### src/rtl/threshold_compare_pkg.sv
// rtl/threshold_compare_pkg.sv - shared encodings for threshold_compare_seq
//
// Contents:
//   MODE_LT/LE/GT/EQ : 2-bit compare mode encodings (sample op threshold)
//   IDLE/RUN/TRIP    : run detector FSM state encodings
package threshold_compare_pkg;

  // Compare modes, applied as "sample <op> threshold".
  localparam logic [1:0] MODE_LT = 2'b00;
  localparam logic [1:0] MODE_LE = 2'b01;
  localparam logic [1:0] MODE_GT = 2'b10;
  localparam logic [1:0] MODE_EQ = 2'b11;

  // Run detector states.
  localparam logic [1:0] IDLE = 2'b00;
  localparam logic [1:0] RUN  = 2'b01;
  localparam logic [1:0] TRIP = 2'b10;

endpackage

### src/rtl/threshold_compare_seq_if.sv
// rtl/threshold_compare_seq_if.sv - sample/config/result bundle for threshold_compare_seq
//
// Signals:
//   in_valid, in_data, mode       : sample stream and its compare mode
//   cfg_load, cfg_thresh          : threshold load request
//   clr                           : synchronous clear of run state and hit counter
//   y, y_valid                    : registered compare result
//   run_flag, hit_cnt, thresh_q   : run status, hit count, current threshold
// Modports:
//   master : sample source / configuration side
//   slave  : comparator side
interface threshold_compare_seq_if #(
  parameter int WIDTH = 3,
  parameter int HIT_W = 8
);

  logic             in_valid;
  logic [WIDTH-1:0] in_data;
  logic [1:0]       mode;
  logic             cfg_load;
  logic [WIDTH-1:0] cfg_thresh;
  logic             clr;
  logic             y;
  logic             y_valid;
  logic             run_flag;
  logic [HIT_W-1:0] hit_cnt;
  logic [WIDTH-1:0] thresh_q;

  modport master (
    output in_valid, in_data, mode, cfg_load, cfg_thresh, clr,
    input  y, y_valid, run_flag, hit_cnt, thresh_q
  );

  modport slave (
    input  in_valid, in_data, mode, cfg_load, cfg_thresh, clr,
    output y, y_valid, run_flag, hit_cnt, thresh_q
  );

endinterface

### src/rtl/threshold_compare_seq_run_detector.sv
// rtl/threshold_compare_seq_run_detector.sv - consecutive-true run detector
//
// Ports:
//   clk, rst_n : clock, asynchronous active-low reset
//   clr        : synchronous clear, wins over hit_valid
//   hit_valid  : hit qualifies this cycle (an accepted sample)
//   hit        : compare result of the accepted sample
//   run_flag   : registered, high while RUN_LEN or more consecutive hits
module run_detector
  import threshold_compare_pkg::*;
#(
  parameter int RUN_LEN = 4
) (
  input  logic clk,
  input  logic rst_n,
  input  logic clr,
  input  logic hit_valid,
  input  logic hit,
  output logic run_flag
);

  localparam int CNT_W = $clog2(RUN_LEN + 1);
  localparam logic [CNT_W-1:0] CNT_ONE = CNT_W'(1);
  localparam logic [CNT_W-1:0] CNT_MAX = CNT_W'(RUN_LEN);

  logic [1:0]       state;
  logic [1:0]       state_d;
  logic [CNT_W-1:0] cnt;
  logic [CNT_W-1:0] cnt_d;

  // Idle cycles (hit_valid low) hold state, so they neither extend nor
  // break a run. Once in TRIP the counter sits at RUN_LEN.
  always_comb begin
    state_d = state;
    cnt_d   = cnt;
    if (hit_valid) begin
      case (state)
        IDLE: begin
          if (hit) begin
            cnt_d   = CNT_ONE;
            state_d = (RUN_LEN == 1) ? TRIP : RUN;
          end
        end
        RUN: begin
          if (hit) begin
            cnt_d = cnt + CNT_ONE;
            if (cnt_d == CNT_MAX) begin
              state_d = TRIP;
            end
          end else begin
            cnt_d   = '0;
            state_d = IDLE;
          end
        end
        TRIP: begin
          if (!hit) begin
            cnt_d   = '0;
            state_d = IDLE;
          end
        end
        default: begin
          cnt_d   = '0;
          state_d = IDLE;
        end
      endcase
    end
  end

  // run_flag is registered from the next state so it lines up with the
  // y_valid cycle that shows the triggering (or breaking) result.
  always_ff @(posedge clk or negedge rst_n) begin
    if (!rst_n) begin
      state    <= IDLE;
      cnt      <= '0;
      run_flag <= 1'b0;
    end else if (clr) begin
      state    <= IDLE;
      cnt      <= '0;
      run_flag <= 1'b0;
    end else begin
      state    <= state_d;
      cnt      <= cnt_d;
      run_flag <= (state_d == TRIP);
    end
  end

endmodule

### src/rtl/threshold_compare_seq.sv
// rtl/threshold_compare_seq.sv - registered threshold comparator with run and hit tracking
//
// Ports:
//   clk   : rising-edge clock
//   rst_n : asynchronous active-low reset
//   bus   : threshold_compare_seq_if.slave
//           in_valid/in_data/mode  sample and compare mode (sampled together)
//           cfg_load/cfg_thresh    threshold load; same-edge sample uses old value
//           clr                    clears run state and hit counter, drops the sample
//           y/y_valid              compare result, one cycle after acceptance
//           run_flag               RUN_LEN or more consecutive true results
//           hit_cnt                saturating count of true results
//           thresh_q               current threshold
module threshold_compare_seq
  import threshold_compare_pkg::*;
#(
  parameter int WIDTH          = 3,
  parameter int THRESH_DEFAULT = 3,
  parameter int RUN_LEN        = 4,
  parameter int HIT_W          = 8
) (
  input logic                   clk,
  input logic                   rst_n,
  threshold_compare_seq_if.slave bus
);

  localparam logic [WIDTH-1:0] THRESH_RST = WIDTH'(THRESH_DEFAULT);
  localparam logic [HIT_W-1:0] HIT_MAX    = {HIT_W{1'b1}};
  localparam logic [HIT_W-1:0] HIT_ONE    = HIT_W'(1);

  logic [WIDTH-1:0] thresh_r;
  logic             y_r;
  logic             y_valid_r;
  logic [HIT_W-1:0] hit_r;
  logic             cmp;
  logic             accept;
  logic             run_flag_w;

  // clr discards any sample presented in the same cycle.
  assign accept = bus.in_valid && !bus.clr;

  // Unsigned compare against the threshold currently held, so a cfg_load
  // on the same edge never affects this sample.
  always_comb begin
    cmp = 1'b0;
    case (bus.mode)
      MODE_LT: cmp = (bus.in_data <  thresh_r);
      MODE_LE: cmp = (bus.in_data <= thresh_r);
      MODE_GT: cmp = (bus.in_data >  thresh_r);
      MODE_EQ: cmp = (bus.in_data == thresh_r);
      default: cmp = 1'b0;
    endcase
  end

  // Threshold is configuration state: clr leaves it alone.
  always_ff @(posedge clk or negedge rst_n) begin
    if (!rst_n) begin
      thresh_r <= THRESH_RST;
    end else if (bus.cfg_load) begin
      thresh_r <= bus.cfg_thresh;
    end
  end

  // y holds its last value through idle and clear cycles.
  always_ff @(posedge clk or negedge rst_n) begin
    if (!rst_n) begin
      y_r       <= 1'b0;
      y_valid_r <= 1'b0;
    end else begin
      y_valid_r <= accept;
      if (accept) begin
        y_r <= cmp;
      end
    end
  end

  always_ff @(posedge clk or negedge rst_n) begin
    if (!rst_n) begin
      hit_r <= '0;
    end else if (bus.clr) begin
      hit_r <= '0;
    end else if (accept && cmp && (hit_r != HIT_MAX)) begin
      hit_r <= hit_r + HIT_ONE;
    end
  end

  run_detector #(
    .RUN_LEN (RUN_LEN)
  ) u_run_detector (
    .clk       (clk),
    .rst_n     (rst_n),
    .clr       (bus.clr),
    .hit_valid (bus.in_valid),
    .hit       (cmp),
    .run_flag  (run_flag_w)
  );

  assign bus.y        = y_r;
  assign bus.y_valid  = y_valid_r;
  assign bus.run_flag = run_flag_w;
  assign bus.hit_cnt  = hit_r;
  assign bus.thresh_q = thresh_r;

endmodule
### src/flat_wrapper.sv
// flat-port wrapper written by rule: the top's interface ports become plain ports
module threshold_compare_seq_flat import threshold_compare_pkg::*;
#(
  parameter int WIDTH          = 3,
  parameter int THRESH_DEFAULT = 3,
  parameter int RUN_LEN        = 4,
  parameter int HIT_W          = 8
)
  (clk, rst_n, bus_in_valid, bus_in_data, bus_mode, bus_cfg_load, bus_cfg_thresh, bus_clr, bus_y, bus_y_valid, bus_run_flag, bus_hit_cnt, bus_thresh_q);
  threshold_compare_seq_if #(.WIDTH(WIDTH), .HIT_W(HIT_W)) bus_i ();
  input logic clk;
  input logic rst_n;
  input wire logic [$bits(bus_i.in_valid)-1:0] bus_in_valid;
  input wire logic [$bits(bus_i.in_data)-1:0] bus_in_data;
  input wire logic [$bits(bus_i.mode)-1:0] bus_mode;
  input wire logic [$bits(bus_i.cfg_load)-1:0] bus_cfg_load;
  input wire logic [$bits(bus_i.cfg_thresh)-1:0] bus_cfg_thresh;
  input wire logic [$bits(bus_i.clr)-1:0] bus_clr;
  output wire logic [$bits(bus_i.y)-1:0] bus_y;
  output wire logic [$bits(bus_i.y_valid)-1:0] bus_y_valid;
  output wire logic [$bits(bus_i.run_flag)-1:0] bus_run_flag;
  output wire logic [$bits(bus_i.hit_cnt)-1:0] bus_hit_cnt;
  output wire logic [$bits(bus_i.thresh_q)-1:0] bus_thresh_q;
  assign bus_i.in_valid = bus_in_valid;
  assign bus_i.in_data = bus_in_data;
  assign bus_i.mode = bus_mode;
  assign bus_i.cfg_load = bus_cfg_load;
  assign bus_i.cfg_thresh = bus_cfg_thresh;
  assign bus_i.clr = bus_clr;
  assign bus_y = bus_i.y;
  assign bus_y_valid = bus_i.y_valid;
  assign bus_run_flag = bus_i.run_flag;
  assign bus_hit_cnt = bus_i.hit_cnt;
  assign bus_thresh_q = bus_i.thresh_q;
  threshold_compare_seq #(.WIDTH(WIDTH), .THRESH_DEFAULT(THRESH_DEFAULT), .RUN_LEN(RUN_LEN), .HIT_W(HIT_W)) u_core (.clk(clk), .rst_n(rst_n), .bus(bus_i));
endmodule
### config.mk
export PLATFORM = sky130hd
export DESIGN_NAME = threshold_compare_seq_flat
export DESIGN_NICKNAME = d
export VERILOG_FILES = /design/src/rtl/threshold_compare_pkg.sv /design/src/rtl/threshold_compare_seq_if.sv /design/src/rtl/threshold_compare_seq_run_detector.sv /design/src/rtl/threshold_compare_seq.sv /design/src/flat_wrapper.sv
export SDC_FILE = /design/constraint.sdc
export NUM_CORES = 1
export LEC_CHECK = 0
export CAP_MARGIN = 0
export CELL_PAD_IN_SITES_DETAIL_PLACEMENT = 0
export CELL_PAD_IN_SITES_GLOBAL_PLACEMENT = 2
export CORE_UTILIZATION = 33
export DETAILED_ROUTE_END_ITERATION = 8
export DONT_BUFFER_PORTS = 1
export PLACE_DENSITY = 0.73
export SKIP_CTS_REPAIR_TIMING = 1
export SYNTH_ARGS = -nofsm -noshare
export SYNTH_HDL_FRONTEND = slang
export SYNTH_SLANG_ARGS = --single-unit
### constraint.sdc
create_clock -name clk -period 2.4 [get_ports clk]
set_input_delay 0.72 -clock clk [delete_from_list [all_inputs] [get_ports clk]]
set_output_delay 0.72 -clock clk [all_outputs]
set_load 0.01 [all_outputs]
==> results.txt <==
Run status = finished, final reports clean
Routed vias = 952
VDD IR max = 315 uV
Clk root buf = clkbuf_4
Area growth from synthesis to layout = 9.50%
Antenna-violating nets left = 0
HP Class = in2async
Clock Latency Late Sink = 0.31 ns
Endpoint type of the worst setup path = flip-flop
Syn Std Cell Area = 1120 um^2
Leakage = 0.517 nW
Initial DRT Pass Iterations = 4
PnR worst setup slack = 0.0804 ns
Critical Path RT = 2.65 ns
Tmin final = 2.32 ns
Crit-path cells = inv_2 -> ha_4 -> nor2b_4 -> or4_4 -> and4_4 -> or4_1 -> a21oi_1
Layout cells sized above 1 = 12.9%
# nets final = 144
Initial antenna violation count = 0
Port buffer count = 0
Post-route DRC = 0
Post-synth top area cell = dfrtp_1
Slowest library cell on the worst path = dfstp_2
Mapped Nets = 139
Max frequency = 431 MHz
Diodes inserted = 0
I/O pin count = 27
CP max FO = 7
RSZ-0062 raised after global routing = false
Post-DR wirelength/cell = 14.8 um
Drt via density = 5.67
CP Launch Type = flip-flop
Final setup violation count = 0
Dpl hpwl = 1720 um
Std-Cell Rows = 20
Number of global-route vias before repair = 864
Number of buffers created by CTS = 3
Synth Flop Type = dfrtp_1
Final Hold Vio Count = 0
Leading post-synthesis cells by cell area = dfrtp_1 (38%), ha_1 (6.7%), dfstp_2 (4.7%)
Slew @ Worst Pin = 0.385 ns
GP Congestion = 0.737
CORE AREA = 3130 um^2
Synth Instances = 120
Die area = 3630 um^2
WP data arrival = 2.57 ns
Place WS = 0.0123 ns
Gr ovfl total = 0
Global-route wire length before repair = 4010 um
Sequential cell area = 478 um^2
CTS tree = built
Final Skew = 0.0185 ns
Power density cells = 525 nW/um^2
Total GRT Usage = 15.0%
Yosys cell types = 39
Slowest stage delay, CP = 0.58 ns
Initial Util = 35.8%
Clk sinks = 19
Fin crit share = 96.7%
Power Total = 0.644 mW
Fillers = 328
Max-cap violations = 0
Post-synthesis sequential area ratio = 42.7%
Synth Area per Inst = 9.33 um^2
Clock slew at reported path FFs = 0.12 ns
Iter 0 DRT Violations = 50
Crit path kind = reg2reg
WL final = 2490 um
Yosys reg bits = 19
Slew Viols, Final = 0
CTS Buffer Depth = 2
Area of the multi-input gates = 632 um^2
Synth warn = 0
Async set-reset flop share out of synthesis = 100%
EDFF count, synth = 0
Top-area cell type share of the netlist area = 38.0%
Die W = 60.3 um
Chip Height = 60.3 um
Slew headroom = 74.0%
H-tree Lvls = 1
Setup TNS = 0 ns
Largest net degree at the start of global routing = 20
==> power by group <==
| part | total, mW | internal, mW | switching, mW |
|---|---|---|---|
| Clock | 0.168 | 0.0622 | 0.105 |
| Combinational | 0.117 | 0.0527 | 0.0640 |
| Sequential | 0.360 | 0.338 | 0.0218 |
==> final cells by class <==
cell class / count / area share [%]
clock inverters: 1 / 0.408
multi-input cells: 94 / 51.5
clock buffers: 3 / 1.84
flip-flops and latches: 19 / 39.0
repair buffers: 2 / 1.22
inverters: 5 / 1.53
well taps: 44 / 4.49
==> per-stage QoR <==
stage	instances	area, um^2	hold WS, ns	util (%)
CTS	167	1210	0.0694	38.7
finish	168	1230	0.0799	39.2
floorplan	120	1130	0.424	-
detailed placement	163	1180	0.425	37.8
global route	168	1230	0.0476	39.2
global placement	163	1180	0.425	37.8
==> cell families (layout without fill, tap and decap cells) <==
group	count (synthesis)	count (layout)	synth area share, %
AND/OR/NAND/NOR	49	50	24.9
AO/OA/AOI/OAI	34	34	18.7
flip-flops	19	19	42.7
buffers and inverters	8	11	3.35
adder cells (fa/ha/maj)	6	6	6.70
multiplexers	3	3	2.90
XOR/XNOR	1	1	0.782
==> critical path: cells and delay by family, from the launching register on <==
kind | cells | cell delay [ns]
compound gates | 1 | 0.15
simple gates | 4 | 1.23
flops | 1 | 0.58
fa+ha+maj | 1 | 0.24
buf+inv | 1 | 0.06
==> final timing paths <==
check	cells past startpoint	slack [ns]	to	start
max	7	0.08	u_core.bus.hit_cnt[6]$_DFFE_PN0P_	u_core.bus.thresh_q[1]$_DFFE_PN1P_
min	0	0.08	u_core.bus.hit_cnt[7]$_DFFE_PN0P_	rst_n
max reg2reg	7	0.08	u_core.bus.hit_cnt[6]$_DFFE_PN0P_	u_core.bus.thresh_q[1]$_DFFE_PN1P_
min reg2reg	2	0.57	u_core.bus.y$_DFFE_PN0P_	u_core.bus.y$_DFFE_PN0P_
max in group asynchronous	0	2.12	u_core.bus.thresh_q[0]$_DFFE_PN1P_	rst_n
min in group clk	1	0.45	u_core.u_run_detector.cnt[1]$_DFFE_PN0P_	bus_clr
==> per-layer routing <==
layer / routed length, um / global-route usage (%) / vias up
met1: 1130 / 17.6 / 467
met2: 1200 / 24.5 / 23
met4: 14 / 3.99 / 0
met5: 0 / 0 / -
li1: - / - / 460
met3: 148 / 6.71 / 2
==> registers in the layout, summed over array words and instances, names as in the netlist <==
register and flops:
u_core.bus.hit_cnt 8, u_core.bus.thresh_q 3, u_core.bus.y 1, u_core.bus.y_valid 1, u_core.u_run_detector.cnt 3, u_core.u_run_detector.run_flag 1
u_core.u_run_detector.state 2
==> cells in the mapped netlist (2+ instances only) <==
cell	count
or3_1	4
nand2_1	13
nand4_1	4
inv_1	5
nor2_1	7
clkbuf_1	2
dfrtp_1	17
nand2b_1	3
nor2b_1	3
o21ai_0	3
and4_1	2
o31ai_1	2
dfstp_2	2
a21oi_1	10
ha_1	6
a31oi_1	3
o21ai_1	8
nand3_1	4
or4_1	2
==> cell usage in the layout, fill, tap and decap left out, types with 2 or more instances in the layout <==
| cell | netlist | routed |
|---|---|---|
| nand2b_1 | 3 | 3 |
| nor2_1 | 7 | 7 |
| a21oi_1 | 10 | 10 |
| dfrtp_1 | 17 | 17 |
| inv_1 | 5 | 4 |
| a31oi_1 | 3 | 3 |
| ha_1 | 6 | 5 |
| and4_1 | 2 | 2 |
| o21ai_1 | 8 | 8 |
| o31ai_1 | 2 | 2 |
| or4_1 | 2 | 2 |
| o21ai_0 | 3 | 3 |
| nand3_1 | 4 | 4 |
| dfstp_2 | 2 | 2 |
| buf_4 | 0 | 2 |
| or3_1 | 4 | 4 |
| nand4_1 | 4 | 4 |
| nand2_1 | 13 | 13 |
| clkbuf_4 | 0 | 3 |
| nor2b_1 | 3 | 3 |
(Power assumes the default switching activity.)
